--- config.mk ---
export PLATFORM = sky130hd
export DESIGN_NAME = soundrive_dac_flat
export DESIGN_NICKNAME = d
export VERILOG_FILES = /design/src/rtl/soundrive_dac_pkg.sv /design/src/rtl/soundrive_dac_if.sv /design/src/rtl/soundrive_dac_sd_mod1.sv /design/src/rtl/soundrive_dac.sv /design/src/flat_wrapper.sv
export SDC_FILE = /design/constraint.sdc
export NUM_CORES = 1
export LEC_CHECK = 0
export ABC_AREA = 1
export ABC_CLOCK_PERIOD_IN_PS = 3470
export CELL_PAD_IN_SITES_DETAIL_PLACEMENT = 1
export CELL_PAD_IN_SITES_GLOBAL_PLACEMENT = 1
export CORE_MARGIN = 3
export CORE_UTILIZATION = 45
export CTS_CLUSTER_DIAMETER = 30
export DETAILED_ROUTE_END_ITERATION = 10
export PLACE_DENSITY_LB_ADDON = 0.05
export SYNTH_ARGS = -nofsm -noshare
export SYNTH_HDL_FRONTEND = slang
export SYNTH_SLANG_ARGS = --single-unit
--- constraint.sdc ---
create_clock -name fclk -period 3.47 [get_ports fclk]
set_input_delay 1.041 -clock fclk [delete_from_list [all_inputs] [get_ports fclk]]
set_output_delay 1.041 -clock fclk [all_outputs]
set_load 0.05 [all_outputs]
--- src/rtl/soundrive_dac_pkg.sv ---
// Shared definitions for the Soundrive/Covox DAC and any future DAC/AY mixer:
// datapath widths, channel reset default and dither LFSR seed/taps.
package soundrive_dac_pkg;

    localparam int unsigned SD_ACC_W    = 12;
    localparam int unsigned SD_MIX_W    = 11;
    localparam int unsigned SD_CH_W     = 8;
    localparam int unsigned SD_NCH      = 4;
    localparam int unsigned SD_DITHER_W = 2;
    localparam int unsigned SD_CNT_W    = 8;

    localparam logic [SD_CH_W-1:0] SD_CH_RST    = 8'h80;
    localparam logic [15:0]        SD_LFSR_SEED = 16'hACE1;

    typedef logic [SD_MIX_W-1:0]    sd_mix_t;
    typedef logic [SD_CH_W-1:0]     sd_ch_t;
    typedef logic [SD_DITHER_W-1:0] sd_dither_t;

    // Fibonacci LFSR step, taps 16,14,13,11 (bits 15,13,12,10), shifting towards the MSB.
    function automatic logic [15:0] sd_lfsr_next(input logic [15:0] s);
        return {s[14:0], s[15] ^ s[13] ^ s[12] ^ s[10]};
    endfunction

endpackage

--- src/rtl/soundrive_dac_if.sv ---
// Port-write bus from the Z80 port decoder into the Soundrive DAC.
// The decoder drives the master side; the DAC consumes the slave side.
interface soundrive_dac_if;

    logic       wr_stb;
    logic [1:0] wr_chan;
    logic [7:0] wr_data;

    modport master (
        output wr_stb,
        output wr_chan,
        output wr_data
    );

    modport slave (
        input wr_stb,
        input wr_chan,
        input wr_data
    );

endinterface

--- src/rtl/soundrive_dac_sd_mod1.sv ---
// sd_mod1: tick-enabled first-order delta-sigma modulator.
// Integrates mix + dither on each enabled cycle; the carry out is the output bit.
module sd_mod1
    import soundrive_dac_pkg::*;
(
    input  logic       fclk,
    input  logic       rst,
    input  logic       en,
    input  sd_mix_t    mix,
    input  sd_dither_t dither,
    output logic       bitstream
);

    // Bit 11 of the 12-bit accumulator is never fed back, so it lives only in bitstream.
    logic [SD_ACC_W-2:0] acc;
    logic [SD_ACC_W-1:0] sum;

    // Next accumulator value: lower 11 bits of acc plus the current mix and dither.
    always_comb begin
        sum = {1'b0, acc} + {1'b0, mix} + {{(SD_ACC_W-SD_DITHER_W){1'b0}}, dither};
    end

    // Integrate on tick cycles only; acc and output hold in between.
    always_ff @(posedge fclk) begin
        if (rst) begin
            acc       <= '0;
            bitstream <= 1'b0;
        end else if (en) begin
            acc       <= sum[SD_ACC_W-2:0];
            bitstream <= sum[SD_ACC_W-1];
        end
    end

endmodule

--- src/rtl/soundrive_dac.sv ---
// soundrive_dac: 4-channel 8-bit Soundrive/Covox DAC plus ZX beeper mixer
// driving a 1-bit first-order delta-sigma output on the beep pin.
// Optional feature macro: SOUNDRIVE_DITHER_EN (adds 2-bit LFSR dither per tick).
module soundrive_dac
    import soundrive_dac_pkg::*;
#(
    parameter int unsigned RATE_DIV = 8,
    parameter int unsigned BEEP_LVL = 255,
    parameter logic [7:0]  CH_RST   = SD_CH_RST
)(
    input  logic                fclk,
    input  logic                rst,
    soundrive_dac_if.slave      wr,
    input  logic                beep_in,
    output logic                beep,
    output logic [SD_MIX_W-1:0] mix_out
);

    localparam sd_mix_t             BEEP_MIX  = sd_mix_t'(BEEP_LVL);
    localparam logic [SD_CNT_W-1:0] TICK_LAST = SD_CNT_W'(RATE_DIV - 1);

    sd_ch_t              ch [SD_NCH];
    logic [SD_CH_W:0]    s01;
    logic [SD_CH_W:0]    s23;
    logic                beep_q;
    logic [SD_CNT_W-1:0] tick_cnt;
    logic                tick;
    sd_dither_t          dither;

    // Channel registers: every strobe is captured, later writes overwrite earlier ones.
    always_ff @(posedge fclk) begin
        if (rst) begin
            for (int unsigned i = 0; i < SD_NCH; i++) begin
                ch[i] <= CH_RST;
            end
        end else if (wr.wr_stb) begin
            ch[wr.wr_chan] <= wr.wr_data;
        end
    end

    // Mix stage 1: pairwise channel sums and beeper bit capture.
    always_ff @(posedge fclk) begin
        if (rst) begin
            s01    <= '0;
            s23    <= '0;
            beep_q <= 1'b0;
        end else begin
            s01    <= {1'b0, ch[0]} + {1'b0, ch[1]};
            s23    <= {1'b0, ch[2]} + {1'b0, ch[3]};
            beep_q <= beep_in;
        end
    end

    // Mix stage 2: final 11-bit mix word, sized so it can never overflow.
    always_ff @(posedge fclk) begin
        if (rst) begin
            mix_out <= '0;
        end else begin
            mix_out <= sd_mix_t'(s01) + sd_mix_t'(s23) + (beep_q ? BEEP_MIX : '0);
        end
    end

    // Tick generator: counts 0..RATE_DIV-1, tick asserted on the last count.
    always_ff @(posedge fclk) begin
        if (rst) begin
            tick_cnt <= '0;
        end else if (tick) begin
            tick_cnt <= '0;
        end else begin
            tick_cnt <= tick_cnt + 1'b1;
        end
    end

    always_comb begin
        tick = (tick_cnt == TICK_LAST);
    end

`ifdef SOUNDRIVE_DITHER_EN
    logic [15:0] lfsr;

    // Dither LFSR advances once per modulator tick.
    always_ff @(posedge fclk) begin
        if (rst) begin
            lfsr <= SD_LFSR_SEED;
        end else if (tick) begin
            lfsr <= sd_lfsr_next(lfsr);
        end
    end

    always_comb begin
        dither = lfsr[SD_DITHER_W-1:0];
    end
`else
    always_comb begin
        dither = '0;
    end
`endif

    sd_mod1 u_mod (
        .fclk      (fclk),
        .rst       (rst),
        .en        (tick),
        .mix       (mix_out),
        .dither    (dither),
        .bitstream (beep)
    );

endmodule
--- src/flat_wrapper.sv ---
// flat-port wrapper written by rule: the top's interface ports become plain ports
module soundrive_dac_flat import soundrive_dac_pkg::*;
#(
    parameter int unsigned RATE_DIV = 8,
    parameter int unsigned BEEP_LVL = 255,
    parameter logic [7:0]  CH_RST   = SD_CH_RST
)
  (fclk, rst, beep_in, beep, mix_out, wr_wr_stb, wr_wr_chan, wr_wr_data);
  soundrive_dac_if wr_i ();
  input  logic fclk;
  input  logic rst;
  input  logic beep_in;
  output logic beep;
  output logic [SD_MIX_W-1:0] mix_out;
  input wire logic [$bits(wr_i.wr_stb)-1:0] wr_wr_stb;
  input wire logic [$bits(wr_i.wr_chan)-1:0] wr_wr_chan;
  input wire logic [$bits(wr_i.wr_data)-1:0] wr_wr_data;
  assign wr_i.wr_stb = wr_wr_stb;
  assign wr_i.wr_chan = wr_wr_chan;
  assign wr_i.wr_data = wr_wr_data;
  soundrive_dac #(.RATE_DIV(RATE_DIV), .BEEP_LVL(BEEP_LVL), .CH_RST(CH_RST)) u_core (.fclk(fclk), .rst(rst), .wr(wr_i), .beep_in(beep_in), .beep(beep), .mix_out(mix_out));
endmodule
==> impl_metrics.env, run 1 <==
export IMPL_ys_warn_count=0
export IMPL_numCtsBuffers=9
export IMPL_start_kind="flip-flop"
export IMPL_hpwl_mm=8.903
export IMPL_cts_tree="yes"
export IMPL_io_pins=26
export IMPL_antenna_found_initial=0
export IMPL_power_leakage_nw=2.425
export IMPL_synth_top_area_frac=0.2167
export IMPL_nNetsFinal=659
export IMPL_grt_max_degree=28
export IMPL_yosysSeqAreaShare=0.4248
export IMPL_drtPass1Iterations=4
export IMPL_numPortBuffers=25
export IMPL_max_freq_ghz=0.3718
export IMPL_syn_to_final_growth_pct=12.79
export IMPL_synth_top_cell_by_area="dfxtp_1"
export IMPL_cp_cell_sequence="ha_1 -> inv_1 -> fa_1 -> inv_1 -> nand3_1 -> nand2_2 -> a31oi_1 -> xor2_1 -> ha_1 -> nand2_1 -> inv_1 -> a21oi_1 -> nand2_1 -> nand2_1 -> nand2_1 -> nand3_1 -> nand2_1 -> nor2_1"
export IMPL_drive_above_1_share=0.07179
export IMPL_slowest_delay_ns=0.40
export IMPL_cap_viol_max_count=0
export IMPL_insertion_delay_ns=0.36
export IMPL_peakVddDrop_v=0.0002455
export IMPL_synth_distinct_cells=40
export IMPL_critPathKind="reg2reg"
export IMPL_setup_tns_final_ns=0
export IMPL_worst_path_max_delay_cell="fa_1"
export IMPL_drv_slew=0
export IMPL_synth_cells_most_frequent="102 x nand2_1, 74 x inv_1, 66 x nor2_1, 50 x dfxtp_1, 49 x a21oi_1"
export IMPL_status="completed"
export IMPL_clkSlewWorstSetupHoldPaths_ns=0.09
export IMPL_yosysMostFrequentCell="nand2_1"
export IMPL_crit_required_ns=3.77
export IMPL_gr_usage_all_layers=0.2080
export IMPL_die_h_um=107.3
export IMPL_p_total_w=0.002670
export IMPL_drt_iter0_markers=121
export IMPL_grt_pass1_vias=3951
export IMPL_vias_per_cell=5.116
export IMPL_cp_common_cell="nand2_1"
export IMPL_setup_ws_ns=0.7805
export IMPL_ctsHtreeMaxLevel=3
export IMPL_finClkSkew_ns=0.008752
export IMPL_worstSetupEndpointType="flip-flop"
export IMPL_ys_flop_type="dfxtp_1"
export IMPL_powerDensity_nw_per_um2=512.6
export IMPL_wl_per_cell_um=15.17
export IMPL_pre_cts_ws_ns=0.6483
export IMPL_async_flop_share=0
export IMPL_fin_crit_ns=2.689
export IMPL_dieArea_sq_um=11510
export IMPL_gp_congestion=0.8243
export IMPL_syn_area_sq_um=4618
export IMPL_synth_nets=624
export IMPL_grt_overflow=0
export IMPL_cts_resized=0
export IMPL_clockBufferDepth=2
export IMPL_coreArea_sq_um=9864
export IMPL_worstPathArrival_ns=2.99
export IMPL_cts_sinks=82
export IMPL_placement_rows=36
export IMPL_synthCells=559
export IMPL_vias=3745
export IMPL_hold_viol=0
export IMPL_n_antenna_cell=0
export IMPL_synth_edf_count=32
export IMPL_die_w_um=107.3
export IMPL_grt_setup_unrepaired="no"
export IMPL_worst_path_max_fanout=5
export IMPL_stdcell_area_sq_um=5209
export IMPL_totalWireLength_mm=11.10
export IMPL_place_area_sq_um=5032
export IMPL_netlist_top_cells_area="dfxtp_1 22%, edfxtp_1 21%, ha_1 12%, nand2_1 8.3%, inv_1 6.0%"
export IMPL_grt_pass1_wl_mm=18.85
export IMPL_maxSlewHeadroom=0.6235
export IMPL_synth_seq_cells=82
export IMPL_root_buffer="clkbuf_8"
export IMPL_finalSetupViolCount=0
export IMPL_cts_setup_buffers=0
export IMPL_drcViolationCount=0
export IMPL_worst_pin_slew_ns=0.5640
export IMPL_postCtsHoldBufs=0
export IMPL_finalCritPeriodShare=0.7751
export IMPL_avgSynthCellArea_sq_um=8.262
export IMPL_antenna_left=0
export IMPL_hp_class="reg2reg"
export IMPL_initial_utilization=0.4682
[stage by stage]
stage	hold WS (ns)	instances	utilization
CTS	0.4721	732	0.5280
detailed placement	0.4510	716	0.5101
global placement	0.4441	716	0.5101
floorplan	0.4295	559	-
finish	0.4677	732	0.5280
global route	0.5053	732	0.5280
[path summary, 6_finish.rpt]
check                     startpoint                 end  slack (ns)  depth (start not counted)
setup / recovery       u_core.s23[0]   u_core.mix_out[9]        0.78                         18
hold / removal    u_core.tick_cnt[0]  u_core.tick_cnt[0]        0.47                          1
setup reg to reg       u_core.s23[0]   u_core.mix_out[9]        0.78                         18
hold reg to reg   u_core.tick_cnt[0]  u_core.tick_cnt[0]        0.47                          1
[area by class of cell]
class	instances	area, sq um
Fill cell	1202	4656
Multi-Input combinational cell	387	2305
Sequential cell	82	1962
Inverter	85	319.1
Timing Repair Buffer	29	280.3
Tap cell	133	166.4
Clock buffer	9	123.9
Clock inverter	7	52.55
[layer usage]
layer / wire length, um / share of wire / global-route usage / up-vias
met2: 5762 / 0.52 / 0.3798 / 36
li1: - / - / - / 1922
met5: 0 / 0 / 0 / -
met4: 103 / 0.0093 / 0.06575 / 0
met3: 239 / 0.022 / 0.02759 / 10
met1: 4998 / 0.45 / 0.2523 / 1777
[state kept, by name, summed over array words and instances (netlist names)]
register / cells
u_core.beep_q: 1
u_core.tick_cnt: 8
u_core.u_mod.acc: 11
u_core.s01: 9
u_core.ch: 32
u_core.s23: 9
u_core.mix_out: 11
u_core.u_mod.bitstream: 1
[cell usage in the layout, fill, tap and decap left out, types with 2 or more instances in the layout]
cell type        Yosys  final
o21a_1               5      5
edfxtp_1            32     32
o21ai_1             14     14
nor3b_1              3      3
inv_1               74     74
nor3_1              10     10
clkinv_1             2      3
a31oi_1              4      4
a221oi_1             2      2
nand2_1            102    102
nand4_1              7      7
a21o_1               2      2
clkbuf_8             1      9
fa_1                 5      5
ha_1                46     46
nand2_2              4      4
xor2_1               6      6
o21bai_1             4      4
nor2_1              66     66
buf_4                0      4
o21ai_0             14     14
a211oi_1             2      2
inv_2                9      9
nor2_2               5      5
a21oi_1             49     49
nand3_1             21     21
xnor2_1              4      4
clkdlybuf4s50_1      0     25
nand3_2              2      2
clkinv_4             0      3
dfxtp_1             50     50
[where the power goes]
| group | internal, W | switching (W) | total, W |
|---|---|---|---|
| sequential | 0.00110 | 0.0000609 | 0.00116 |
| combinational | 0.000311 | 0.000565 | 0.000875 |
| clock | 0.000264 | 0.000372 | 0.000636 |
| total | 0.00167 | 0.000997 | 0.00267 |
[kinds of logic after synthesis]
group | after synthesis | share of synthesized area
DFF | 82 | 0.4248
xor gates and xnor gates | 10 | 0.01896
and+or+nand+nor | 224 | 0.2097
AOI/OAI and AO/OA | 102 | 0.1241
buffers and inverters | 90 | 0.07613
adders and majority gates | 51 | 0.1463
[worst max-delay path: cells and delay by family, from the launching register on]
| family | cells | cell delay, ns |
|---|---|---|
| adder cells (fa/ha/maj) | 3 | 0.95 |
| AND/OR/NAND/NOR | 9 | 0.76 |
| flip-flops | 1 | 0.33 |
| AO/OA/AOI/OAI | 2 | 0.22 |
| buffers and inverters | 3 | 0.19 |
| XOR/XNOR | 1 | 0.15 |
Note: power is estimated with default switching activity, not from simulation.
==> run 2, diff against run 1 <==
Settings changed: ABC_CLOCK_PERIOD_IN_PS 3470 to 2300, CORE_UTILIZATION 45 to 41.
Clock period 3.47 ns to 2.3 ns, I/O delays scaled along.
==> run 2 against run 1 <==
Against the previous run:
- the run now ends with negative setup slack left
- register-to-register slack worse by 0.94 ns
- final area up 11%
- critical path depth decreased by 2
- sequential share of layout area shrank 3.6 points
- die area up 9.2%
- core utilization hardly changed
- critical endpoint is now u_core.mix_out[7]
- largest power group unchanged
==> impl_metrics.env, run 2 (synthesized netlist as in run 1, its figures left out) <==
export IMPL_status="finished with violations"
export IMPL_violations="negative setup slack"
export IMPL_start_kind="flip-flop"
export IMPL_grt_setup_unrepaired="yes"
export IMPL_cp_cell_sequence="ha_4 -> inv_2 -> fa_2 -> inv_2 -> nand3_2 -> nand2_4 -> a31oi_4 -> xor2_1 -> ha_1 -> nand2_2 -> inv_1 -> a21oi_2 -> nand2_2 -> buf_4 -> o21ai_4 -> a21oi_2"
export IMPL_register_area_sq_um=1964
export IMPL_grt_max_degree=17
export IMPL_power_leakage_nw=2.690
export IMPL_worstPathArrival_ns=2.70
export IMPL_holdWs_ns=0.4707
export IMPL_nNetsFinal=698
export IMPL_p_total_w=0.004861
export IMPL_finalSetupViolCount=6
export IMPL_vias=3890
export IMPL_cts_tree="yes"
export IMPL_clkSlewWorstSetupHoldPaths_ns=0.06
export IMPL_multi_input_area_sq_um=2447
export IMPL_drt_iter0_markers=130
export IMPL_gr_usage_all_layers=0.1949
export IMPL_fill_cells=1326
export IMPL_die_w_um=112.1
export IMPL_io_pins=26
export IMPL_cap_viol_max_count=0
export IMPL_syn_to_final_growth_pct=25.01
export IMPL_drive_above_1_share=0.1693
export IMPL_finClkSkew_ns=0.004979
export IMPL_pre_cts_ws_ns=-0.2326
export IMPL_worst_pin_slew_ns=0.4985
export IMPL_stdcell_area_sq_um=5773
export IMPL_totalWireLength_mm=11.74
export IMPL_grt_pass1_wl_mm=19.70
export IMPL_numPortBuffers=25
export IMPL_hp_class="reg2reg"
export IMPL_worst_path_max_fanout=3
export IMPL_n_antenna_cell=0
export IMPL_peakVddDrop_v=0.0004777
export IMPL_insertion_delay_ns=0.34
export IMPL_final_common_cell="nand2_1"
export IMPL_max_freq_ghz=0.4061
export IMPL_numCtsBuffers=9
export IMPL_ctsHtreeMaxLevel=3
export IMPL_hold_viol=0
export IMPL_worstSetupEndpointType="flip-flop"
export IMPL_postCtsHoldBufs=0
export IMPL_clockBufferDepth=2
export IMPL_critPathKind="reg2reg"
export IMPL_die_h_um=112.1
export IMPL_grt_overflow=0
export IMPL_worst_path_max_delay_cell="fa_2"
export IMPL_cts_sinks=82
export IMPL_drtPass1Iterations=4
export IMPL_final_cell_mix="97 x nand2_1, 71 x inv_1, 66 x nor2_1, 48 x dfxtp_1"
export IMPL_drcViolationCount=0
export IMPL_reg_top3="u_core.ch (32), u_core.mix_out (11), u_core.u_mod.acc (11)"
export IMPL_initial_utilization=0.4223
export IMPL_wl_per_cell_um=15.09
export IMPL_place_area_sq_um=5286
export IMPL_dieArea_sq_um=12570
export IMPL_crit_required_ns=2.54
export IMPL_placement_rows=38
export IMPL_antenna_found_initial=0
export IMPL_coreArea_sq_um=10940
export IMPL_hpwl_mm=9.074
export IMPL_setup_ws_ns=-0.1622
export IMPL_root_buffer="clkbuf_16"
export IMPL_drv_slew=0
export IMPL_largest_reg_flops=32
export IMPL_grt_pass1_vias=4174
export IMPL_finalCritPeriodShare=1.071
export IMPL_regMostFlops="u_core.ch"
export IMPL_maxSlewHeadroom=0.6666
export IMPL_fin_crit_ns=2.462
export IMPL_powerDensity_nw_per_um2=842.1
export IMPL_gp_congestion=0.8406
export IMPL_antenna_left=0
export IMPL_vias_per_cell=5.000
export IMPL_slowest_delay_ns=0.35
-- run 2: path summary, 6_finish.rpt --
kind / start / to / slack [ns] / depth (start not counted)
worst max-delay path: u_core.s23[0] / u_core.mix_out[7] / -0.16 / 16
worst min-delay path: u_core.u_mod.acc[2] / u_core.u_mod.acc[2] / 0.47 / 2
worst max register to register: u_core.s23[0] / u_core.mix_out[7] / -0.16 / 16
worst min register to register: u_core.u_mod.acc[2] / u_core.u_mod.acc[2] / 0.47 / 2
-- run 2: worst max-delay path, delay by kind of cell (launching register included) --
| kind | cells | cell delay (ns) |
|---|---|---|
| AOI/OAI and AO/OA | 4 | 0.39 |
| xor gates and xnor gates | 1 | 0.16 |
| adders and majority gates | 3 | 0.83 |
| buffers and inverters | 4 | 0.29 |
| DFF | 1 | 0.34 |
| and+or+nand+nor | 4 | 0.35 |
-- run 2: power breakdown --
part	internal (W)	switching, W
Combinational	0.000691	0.00100
Sequential	0.00166	0.0000915
Clock	0.000856	0.000562
-- run 2: through the flow --
step	utilization	std cells	TNS, ns
2_1_floorplan	-	559	-0.07006
5_1_grt	0.5279	778	-1.556
3_5_place_dp	0.4834	755	-0.7016
6_report	0.5279	778	-0.6010
4_1_cts	0.5206	778	-0.3560
3_3_place_gp	0.4834	755	-0.2264
-- run 2: final cells by class --
type,count,area share
Timing Repair Buffer,68,0.09926
Inverter,85,0.05527
Sequential cell,82,0.3403
Clock buffer,15,0.05006
Multi-Input combinational cell,387,0.4239
Clock inverter,1,0.0008669
Tap cell,140,0.03034
-- run 2: repair_timing --
| action | CTS | global route |
|---|---|---|
| pin swaps | 10 | 5 |
| setup buffers | 7 | 0 |
| gates resized for setup | 16 | 17 |
| setup endpoints to repair | 7 | 7 |
-- run 2: per-layer routing --
layer,part of all wire,routed length (um),global-route usage
met3,0.021,247,0.02749
met5,0,0,0
met2,0.52,6098,0.3560
met4,0.020,234,0.07933
met1,0.44,5161,0.2285
==> run 3, diff against run 2 <==
Settings changed: CORE_MARGIN 3 to not set.
==> run 3 against run 2 <==
Against the previous run:
- the run still ends with negative setup slack left
- sequential cell count is the same
- final area shrank 1.5%
- routed wire length shrank 4.4%
- clock-buffer cell count shrank 5
- first-iteration DRC count shrank 50%
- via count shrank 0.90%
- critical path depth is the same
- worst hold slack gained 0.0090 ns
- worst setup slack lost 0.0060 ns
- clock skew grew 0.0057 ns
==> impl_metrics.env, run 3 (synthesized netlist as in run 1, its figures left out) <==
export IMPL_fill_cells=1310
export IMPL_grt_pass1_wl_mm=18.28
export IMPL_coreArea_sq_um=10890
export IMPL_setup_worst_path_start="u_core.s23[0]"
export IMPL_gr_usage_all_layers=0.2060
export IMPL_maxSlewHeadroom=0.6652
export IMPL_holdWs_ns=0.4797
export IMPL_drt_iter0_markers=65
export IMPL_powerDensity_nw_per_um2=773.2
export IMPL_numPortBuffers=25
export IMPL_r2r_slack_ns=-0.17
export IMPL_numCtsBuffers=9
export IMPL_final_cell_mix="93 x nand2_1, 70 x inv_1, 63 x nor2_1, 48 x dfxtp_1, 43 x ha_1"
export IMPL_place_area_sq_um=5296
export IMPL_critPathKind="reg2reg"
export IMPL_reg_top3="u_core.ch (32), u_core.mix_out (11), u_core.u_mod.acc (11)"
export IMPL_largest_reg_flops=32
export IMPL_final_common_cell="nand2_1"
export IMPL_n_antenna_cell=0
export IMPL_grt_setup_unrepaired="yes"
export IMPL_root_buffer="clkbuf_8"
export IMPL_worst_pin_slew_ns=0.5014
export IMPL_worstHoldStart="u_core.u_mod.acc[2]"
export IMPL_initial_utilization=0.4242
export IMPL_hp_class="reg2reg"
export IMPL_status="finished with violations"
export IMPL_violations="negative setup slack"
export IMPL_setup_ws_ns=-0.1681
export IMPL_cts_sinks=82
export IMPL_finalSetupViolCount=5
export IMPL_grt_overflow=0
export IMPL_syn_to_final_growth_pct=23.16
export IMPL_drtPass1Iterations=4
export IMPL_worst_path_max_fanout=4
export IMPL_finClkSkew_ns=0.01071
export IMPL_io_pins=26
export IMPL_antenna_found_initial=0
export IMPL_wl_per_cell_um=14.48
export IMPL_insertion_delay_ns=0.37
export IMPL_clockBufferDepth=2
export IMPL_ctsHtreeMaxLevel=3
export IMPL_gp_congestion=0.8596
export IMPL_drcViolationCount=0
export IMPL_power_leakage_nw=2.736
export IMPL_finalCritPeriodShare=1.073
export IMPL_cts_tree="yes"
export IMPL_grt_max_degree=24
export IMPL_p_total_w=0.004398
export IMPL_max_freq_ghz=0.4052
export IMPL_drive_above_1_share=0.1921
export IMPL_hold_viol=0
export IMPL_peakVddDrop_v=0.0004400
export IMPL_reg2reg_depth=16
export IMPL_fin_crit_ns=2.468
export IMPL_start_kind="flip-flop"
export IMPL_cap_viol_max_count=0
export IMPL_timing_rr_start="u_core.s23[0]"
export IMPL_placement_rows=38
export IMPL_worstPathArrival_ns=2.78
export IMPL_dieArea_sq_um=11690
export IMPL_totalWireLength_mm=11.22
export IMPL_die_h_um=108.1
export IMPL_endpoint="u_core.mix_out[7]"
export IMPL_vias=3855
export IMPL_hpwl_mm=8.699
export IMPL_crit_required_ns=2.62
export IMPL_antenna_left=0
export IMPL_drv_slew=0
export IMPL_r2r_end="u_core.mix_out[7]"
export IMPL_clkSlewWorstSetupHoldPaths_ns=0.08
export IMPL_stdcell_area_sq_um=5688
export IMPL_die_w_um=108.1
export IMPL_grt_pass1_vias=3969
export IMPL_postCtsHoldBufs=0
export IMPL_regMostFlops="u_core.ch"
export IMPL_nNetsFinal=695
export IMPL_worstSetupEndpointType="flip-flop"
export IMPL_vias_per_cell=4.974
-- run 3: cell types whose count changed in the layout (fill, tap and decap cells not counted), moves of 5 or more --
cell | before | now
clkbuf_8 | 2 | 10
dlymetal6s2s_1 | 0 | 6
clkbuf_16 | 10 | 0
buf_4 | 43 | 36
nand2_2 | 8 | 13
clkdlybuf4s50_1 | 25 | 15
-- run 3: where the power goes --
part | total (W) | internal [W] | switching, W
registers | 0.00175 | 0.00166 | 0.0000931
clock network | 0.000936 | 0.000412 | 0.000524
logic | 0.00171 | 0.000701 | 0.00101
-- run 3: critical path, cell delays in order, from the launching register on --
cell     delay (ns)
dfxtp_2        0.35
ha_4           0.13
inv_2          0.04
fa_2           0.37
inv_2          0.07
nand3_2        0.06
nand2_2        0.08
a31oi_2        0.08
xor2_1         0.16
ha_1           0.37
nand2_1        0.10
nand2_1        0.06
a21oi_2        0.11
nand2_2        0.08
buf_4          0.14
buf_6          0.10
a21oi_2        0.11
-- run 3: how the worst min path moves through the flow --
stage	to	slack, ns	cells after the start
4_1_cts	u_core.u_mod.acc[5]	0.48	2
5_1_grt	u_core.u_mod.acc[9]	0.50	2
6_report	u_core.u_mod.acc[2]	0.48	2
3_5_place_dp	u_core.u_mod.acc[0]	0.46	1
3_3_place_gp	u_core.tick_cnt[0]	0.45	1
2_1_floorplan	u_core.tick_cnt[0]	0.43	1
-- run 3: final cells by class --
cell class	instances	area, sq um	area share
flip-flops and latches	82	1964	0.3454
well taps	140	175.2	0.03080
inverters	85	319.1	0.05609
repair buffers	65	593.1	0.1043
multi-input cells	387	2467	0.4338
clock inverters	6	31.28	0.005499
clock buffers	10	137.6	0.02420
-- run 3: what timing repair did --
action,CTS,global route
pin swaps,10,20
buffers inserted,3,3
gates resized for setup,21,38
endpoints found under the setup margin,11,13
-- run 3: metrics by stage --
stage / cells / util / setup slack [ns] / TNS (ns)
final: 775 / 0.5224 / -0.1681 / -0.5899
after global routing: 775 / 0.5224 / -0.2929 / -1.297
after CTS: 772 / 0.5083 / -0.1222 / -0.2623
after detailed placement: 753 / 0.4864 / -0.1825 / -0.5922
after global placement: 753 / 0.4864 / -0.08997 / -0.1783
after floorplan: 559 / - / -0.07006 / -0.07006
-- run 3: per-layer routing --
layer | global-route usage | vias up | share of wire
li1 | - | 1996 | -
met1 | 0.2340 | 1817 | 0.45
met2 | 0.3803 | 30 | 0.52
met3 | 0.03436 | 12 | 0.017
met4 | 0.08219 | 0 | 0.015
met5 | 0 | - | 0
